$ cat src/rtl/read_iq_multi_pkg.sv
// Shared types and helpers for the multi-pair IQ reader.
package read_iq_multi_pkg;

  localparam int unsigned QUANT_BITS_DEFAULT = 10;

  typedef enum logic [0:0] {LOAD, EMIT} state_t;

  // Sign-extend a comp_width-bit value (held in the low bits) to 64 bits, then shift left.
  function automatic logic [63:0] quantize(input logic [63:0] comp,
                                           input int unsigned comp_width,
                                           input int unsigned quant_bits);
    logic signed [63:0] ext;
    ext = $signed(comp << (64 - comp_width)) >>> (64 - comp_width);
    return ext <<< quant_bits;
  endfunction

endpackage

$ cat src/rtl/read_iq_multi_unpack.sv
// Selects pair idx from a packed word, optionally byte-swaps, and quantizes I and Q.
module read_iq_multi_unpack
  import read_iq_multi_pkg::*;
#(
  parameter int unsigned IN_WIDTH       = 32,
  parameter int unsigned COMP_WIDTH     = 16,
  parameter int unsigned PAIRS_PER_WORD = 1,
  parameter int unsigned OUT_WIDTH      = 32,
  parameter int unsigned QUANT_BITS     = QUANT_BITS_DEFAULT,
  parameter int unsigned IDX_WIDTH      = 1
) (
  input  logic [IN_WIDTH-1:0]         word,
  input  logic [IDX_WIDTH-1:0]        idx,
  input  logic                        swap,
  output logic signed [OUT_WIDTH-1:0] i_sample,
  output logic signed [OUT_WIDTH-1:0] q_sample
);

  localparam int unsigned PairW  = 2 * COMP_WIDTH;
  localparam int unsigned NBytes = COMP_WIDTH / 8;

  logic [PairW-1:0]      pair;
  logic [COMP_WIDTH-1:0] i_raw, q_raw, i_ord, q_ord;

  always_comb begin
    pair = '0;
    for (int k = 0; k < PAIRS_PER_WORD; k++) begin
      if (idx == IDX_WIDTH'(k)) pair = word[k*PairW +: PairW];
    end
    q_raw = pair[COMP_WIDTH-1:0];
    i_raw = pair[PairW-1:COMP_WIDTH];
    i_ord = i_raw;
    q_ord = q_raw;
    if (swap) begin
      for (int b = 0; b < NBytes; b++) begin
        i_ord[b*8 +: 8] = i_raw[(NBytes-1-b)*8 +: 8];
        q_ord[b*8 +: 8] = q_raw[(NBytes-1-b)*8 +: 8];
      end
    end
    i_sample = OUT_WIDTH'(quantize(64'(i_ord), COMP_WIDTH, QUANT_BITS));
    q_sample = OUT_WIDTH'(quantize(64'(q_ord), COMP_WIDTH, QUANT_BITS));
  end

endmodule

$ cat src/rtl/read_iq_multi.sv
// Multi-pair IQ reader: pops packed words, streams one (I,Q) pair per cycle to two FIFOs.
// Optional READ_IQ_STATS_EN adds pair_count and stall_cycles counters.
module read_iq_multi
  import read_iq_multi_pkg::*;
#(
  parameter int unsigned IN_WIDTH       = 32,
  parameter int unsigned COMP_WIDTH     = 16,
  parameter int unsigned PAIRS_PER_WORD = 1,
  parameter int unsigned OUT_WIDTH      = 32,
  parameter int unsigned QUANT_BITS     = QUANT_BITS_DEFAULT
) (
  input  logic                        clock,
  input  logic                        reset,
  input  logic                        swap_bytes,
  output logic                        in_rd_en,
  input  logic                        in_empty,
  input  logic [IN_WIDTH-1:0]         in_dout,
  output logic                        out_wr_en,
  input  logic                        out_full,
  output logic signed [OUT_WIDTH-1:0] out_din,
  output logic                        out_wr_en_2,
  input  logic                        out_full_2,
  output logic signed [OUT_WIDTH-1:0] out_din_2
`ifdef READ_IQ_STATS_EN
  ,
  output logic [31:0]                 pair_count,
  output logic [31:0]                 stall_cycles
`endif
);

  localparam int unsigned IdxW = (PAIRS_PER_WORD > 1) ? $clog2(PAIRS_PER_WORD) : 1;

  if (IN_WIDTH != PAIRS_PER_WORD * 2 * COMP_WIDTH) begin : g_bad_in_width
    $error("IN_WIDTH must equal PAIRS_PER_WORD*2*COMP_WIDTH");
  end
  if (COMP_WIDTH == 0 || COMP_WIDTH % 8 != 0) begin : g_bad_comp_width
    $error("COMP_WIDTH must be a non-zero multiple of 8");
  end
  if (PAIRS_PER_WORD < 1 || PAIRS_PER_WORD > 8) begin : g_bad_pairs
    $error("PAIRS_PER_WORD must be in 1..8");
  end
  if (OUT_WIDTH < COMP_WIDTH + QUANT_BITS || OUT_WIDTH > 64) begin : g_bad_out_width
    $error("OUT_WIDTH must be >= COMP_WIDTH+QUANT_BITS and <= 64");
  end

  state_t                state;
  logic [IdxW-1:0]       idx;
  logic [IN_WIDTH-1:0]   word_reg;
  logic                  swap_reg;
  logic                  write, last, blocked;
  logic signed [OUT_WIDTH-1:0] i_sample, q_sample;

  read_iq_multi_unpack #(
    .IN_WIDTH      (IN_WIDTH),
    .COMP_WIDTH    (COMP_WIDTH),
    .PAIRS_PER_WORD(PAIRS_PER_WORD),
    .OUT_WIDTH     (OUT_WIDTH),
    .QUANT_BITS    (QUANT_BITS),
    .IDX_WIDTH     (IdxW)
  ) u_unpack (
    .word    (word_reg),
    .idx     (idx),
    .swap    (swap_reg),
    .i_sample(i_sample),
    .q_sample(q_sample)
  );

  assign last    = (idx == IdxW'(PAIRS_PER_WORD - 1));
  assign blocked = out_full | out_full_2;

  // Handshakes are combinational so a pop and the final pair write share a cycle.
  always_comb begin
    in_rd_en = 1'b0;
    write    = 1'b0;
    if (reset) begin
      case (state)
        LOAD:    in_rd_en = !in_empty;
        EMIT: begin
          if (!blocked) begin
            write    = 1'b1;
            in_rd_en = last && !in_empty;
          end
        end
        default: ;
      endcase
    end
    out_wr_en   = write;
    out_wr_en_2 = write;
    out_din     = write ? i_sample : '0;
    out_din_2   = write ? q_sample : '0;
  end

  always_ff @(posedge clock) begin
    if (!reset) begin
      state    <= LOAD;
      idx      <= '0;
      word_reg <= '0;
      swap_reg <= 1'b0;
    end else if (in_rd_en) begin
      word_reg <= in_dout;
      swap_reg <= swap_bytes;
      idx      <= '0;
      state    <= EMIT;
    end else if (write) begin
      if (!last) idx <= idx + IdxW'(1);
      else       state <= LOAD;
    end
  end

`ifdef READ_IQ_STATS_EN
  always_ff @(posedge clock) begin
    if (!reset) begin
      pair_count   <= '0;
      stall_cycles <= '0;
    end else begin
      if (write) pair_count <= pair_count + 32'd1;
      if (state == EMIT && blocked && stall_cycles != '1) begin
        stall_cycles <= stall_cycles + 32'd1;
      end
    end
  end
`endif

endmodule

$ cat config.mk
export PLATFORM = sky130hd
export DESIGN_NAME = read_iq_multi
export DESIGN_NICKNAME = d
export VERILOG_FILES = /design/src/rtl/read_iq_multi_pkg.sv /design/src/rtl/read_iq_multi_unpack.sv /design/src/rtl/read_iq_multi.sv
export SDC_FILE = /design/constraint.sdc
export NUM_CORES = 1
export LEC_CHECK = 0
export BUFFER_PORTS_ARGS = -buffer_cell sky130_fd_sc_hd__buf_2
export CAP_MARGIN = 20
export CORE_AREA = 2 2 76 78
export DETAILED_ROUTE_END_ITERATION = 12
export DIE_AREA = 0 0 78 80
export PLACE_DENSITY = 0.68
export SLEW_MARGIN = 15
export SYNTH_ARGS = -nofsm -noshare
export SYNTH_HDL_FRONTEND = slang
export SYNTH_SLANG_ARGS = --single-unit
$ cat constraint.sdc
create_clock -name clock -period 1.3 [get_ports clock]
set_clock_uncertainty 0.05 [all_clocks]
set_input_delay 0.26 -clock clock [delete_from_list [all_inputs] [get_ports clock]]
set_output_delay 0.26 -clock clock [all_outputs]
set_load 0.01 [all_outputs]
==> metrics.sh <==
SYNTH_AREA_LEADERS='dfxtp_1, mux2i_1, buf_4'
HEIGHT_OF_THE_DIE_MICRONS=80
FLIP_FLOP_COUNT_OF_THE_LARGEST_REGISTER_ALL_COPIES_AND_WORDS_ADDED=32
CORE_REGION_SQ_UM=5410
DETAIL_ROUTE.ITER0.VIOLATIONS=30
GRT.MET1_USAGE=0.149
TOTAL_SWITCHING_POWER_uW=657
MIN-DELAY-PATH-CLASS='in -> reg'
REMAINING_GLOBAL_ROUTE_OVERFLOW=0
ANTENNA-DIODE-COUNT=0
INTERNAL_POWER_mW=1.80
CLK_SINK_COUNT=34
CLOCK_POWER_SHARE=0.307
POWER_FRAC_COMB=0.207
STD_CELL_ROWS=27
DRT_PRE_ANTENNA_ITERS=4
FINALHOLDVIOLATIONS=0
FINAL-MAX-SLEW-VIOLATION-COUNT=0
FINAL.SETUP.WORST_SLACK_NS=-0.289
OUTCOME='finished with violations'
YS_FF_LATCH=34
YOSYS.CELL_TYPES.COUNT=15
P_SW_FRAC=0.267
FINAL_LAYOUT_SIZE_SUFFIX_GT1_FRAC=0.385
GRT-BUSIEST-LAYER='met2'
MAX-VDD-IR-DROP_uV=595
IO_PINS=105
POWER_FRAC_SEQ=0.486
ANTENNA_FOUND_INITIAL=0
FINALWEIGHTEDCONGESTION=0.728
POST-DP-HPWL_MICRONS=3280
POWER.DENSITY_CELL_AREA_nW_PER_UM2=873
BUFFER_PORTS.INSERTED=84
POST_ROUTE_DRC_VIOLATION_COUNT=0
DETAILEDPLACE.WORSTSLACK_NS=-0.215
AREAGROWTHSYNTHTOFINISH_PCT=33.1
YOSYS-TOP-CELLS-COUNT='mux2i_1, inv_1, buf_4, dfxtp_1'
TIMING.CRITICAL_PATH.TO_TYPE='primary output'
YS_SEQ_AREA_FRAC=0.322
CLOCK_TREE.ROOT_CELL='clkbuf_8'
FIRST_GLOBAL_VIAS=1653
TIMING.MAX_CAP.VIOLATIONS=0
FINAL-SETUP-VIOL-COUNT=69
CHIPWIDTH_MICRONS=78
TIMING.CRITICAL_PATH.CELLS='buf_6 > mux2i_4 > nor2_4 > buf_2'
CRITPATHSLOWESTCELL='dfxtp_4'
ROUTED_VIA_DENSITY=4.36
FAILED_CHECKS='negative setup slack'
STARTING_DENSITY_OF_THE_CORE=0.392
POST-ROUTE-UTIL=0.521
YOSYS_MOST_USED_DFF='dfxtp_1'
LEAKAGEPOWER_nW=1.58
MAX-CLOCK-PATH-BUFFERS=2
FLOORPLAN.DIE_AREA_SQ_UM=6240
YOSYS_TOP_CELL_AREA_SHARE=0.322
ROUTED_WIRE_LENGTH_MICRONS=4640
HTREE_LEVELS=2
CP_DATA_ARRIVAL_TIME_NS=1.28
POST-ROUTE-CELL-AREA_SQ_UM=2820
MAPPEDNETLISTAREA_SQ_UM=2120
CTS-BUFFERS-INSERTED=5
PERIOD_SHARE=1.22
MAXCLOCKFREQUENCY_MHz=629
CLOCK_INSERTION_DELAY_WORST_SKEW_NS=0.28
FINAL_ANTENNA_NET_COUNT=0
FINALNETCOUNT=374
GRT.MET2_USAGE=0.271
UNREPAIRED_SETUP_ENDPOINTS_AFTER_GLOBAL_ROUTING='yes'
WORST_SETUP_PATH_START_KIND='register'
PLACE_AREA_SQ_UM=2480
PATH_CLK_SLEW_NS=0.06
CRIT_FAMILY='flip-flops'
POST_DRT_WL_PER_CELL_MICRONS=11.4
FILL_CELLS=540
MET3_USAGE=0.0351
CTS_TREE='done'
SYNTH_AREA_LEADER_CELL='dfxtp_1'
CRIT_PATH_BUF_INV_COUNT=2
WORSTPATHMAXFANOUT=7
POSTSYNTHAREAPERCELL_SQ_UM=8.37
CELLS_AFTER_SYNTHESIS=253
DR_TOTAL_VIAS=1775
CRIT_REQUIRED_NS=0.99
YS.WARNINGS.COUNT=0
FINALCRITICALPERIOD_NS=1.59
GRT_FIRST_PASS_WIRELENGTH_MICRONS=7040
SYNTHMOSTINSTANTIATEDCELL='mux2i_1'
WORST_PATH_LARGEST_CELL_DELAY_NS=0.38
SYNTH_ENABLE_FLOP_CELLS=0
GR-USAGE-ALL-LAYERS=0.141
LARGEST_NET_DEGREE_AT_THE_START_OF_GLOBAL_ROUTING=35
SYNTH_ASYNC_SR_FLOP_SHARE=0
WORSTSETUPPATHTYPE='reg -> out'
## worst paths after layout
check | start | endpoint | slack (ns) | cells past startpoint
max | swap_reg | out_din[26] | -0.29 | 4
min | in_empty | state | 0.13 | 2
max reg2reg | state | word_reg[16] | -0.05 | 7
min reg2reg | word_reg[18] | word_reg[18] | 0.42 | 2
## final cells by class
cell class	count	area, sq um	area share
multi-input combinational	155	1080	0.382
sequential	34	688	0.244
timing repair buffer	105	736	0.261
inverter	35	144	0.0511
tap	72	90.1	0.0320
clock buffer	6	82.6	0.0293
## layer usage
layer	share of wire	up-vias	wire, microns
met2	0.51	67	2370
met5	0	-	0
li1	-	890	-
met3	0.063	7	291
met4	0.012	0	54
met1	0.41	811	1920
## per-stage QoR
| step | instances | power [mW] | TNS, ns | hold slack, ns |
|---|---|---|---|---|
| floorplan | 272 | 1.56 | 0 | 0.316 |
| global placement | 397 | 1.63 | -4.93 | 0.408 |
| detailed placement | 397 | 1.65 | -6.86 | 0.419 |
| CTS | 406 | 2.45 | -12.92 | 0.115 |
| global route | 407 | 2.59 | -16.97 | 0.151 |
| finish | 407 | 2.46 | -12.41 | 0.134 |
## logic make-up (layout without fill, tap and decap cells)
family	Yosys count	in the layout	share of synthesized area
other cells	1	20	0.00177
mux	65	65	0.307
compound gates	2	2	0.00769
buf+inv	83	146	0.239
flops	34	34	0.322
simple gates	68	68	0.123
## timing repair
item                                    4_1_cts  5_1_grt
pin swaps                                     1        2
resized for setup                            28       22
cloned                                        1        1
hold buffers                                  0        0
buffers inserted                              2        0
endpoints found under the setup margin       47       80
## cell usage in the layout, fill, tap and decap left out, types with 2 or more instances in the layout
| cell | instances |
|---|---|
| buf_2 | 79 |
| mux2i_1 | 61 |
| inv_1 | 33 |
| nand2_1 | 33 |
| dfxtp_1 | 32 |
| nor2_1 | 25 |
| conb_1 | 20 |
| buf_6 | 12 |
| nor2_2 | 6 |
| clkbuf_8 | 6 |
| buf_8 | 5 |
| buf_4 | 5 |
| mux2i_2 | 2 |
| mux2i_4 | 2 |
| nor2_4 | 2 |
| buf_12 | 2 |
| dfxtp_4 | 2 |
## power by group through the flow
stage / Combinational, mW / Clock, mW / Sequential, mW
final: 0.509 / 0.755 / 1.20
after global routing: 0.558 / 0.830 / 1.21
after CTS: 0.481 / 0.777 / 1.19
after detailed placement: 0.437 / 0 / 1.21
after global placement: 0.428 / 0 / 1.20
after floorplan: 0.370 / 0 / 1.19
Power figures use the tool's default switching activity.
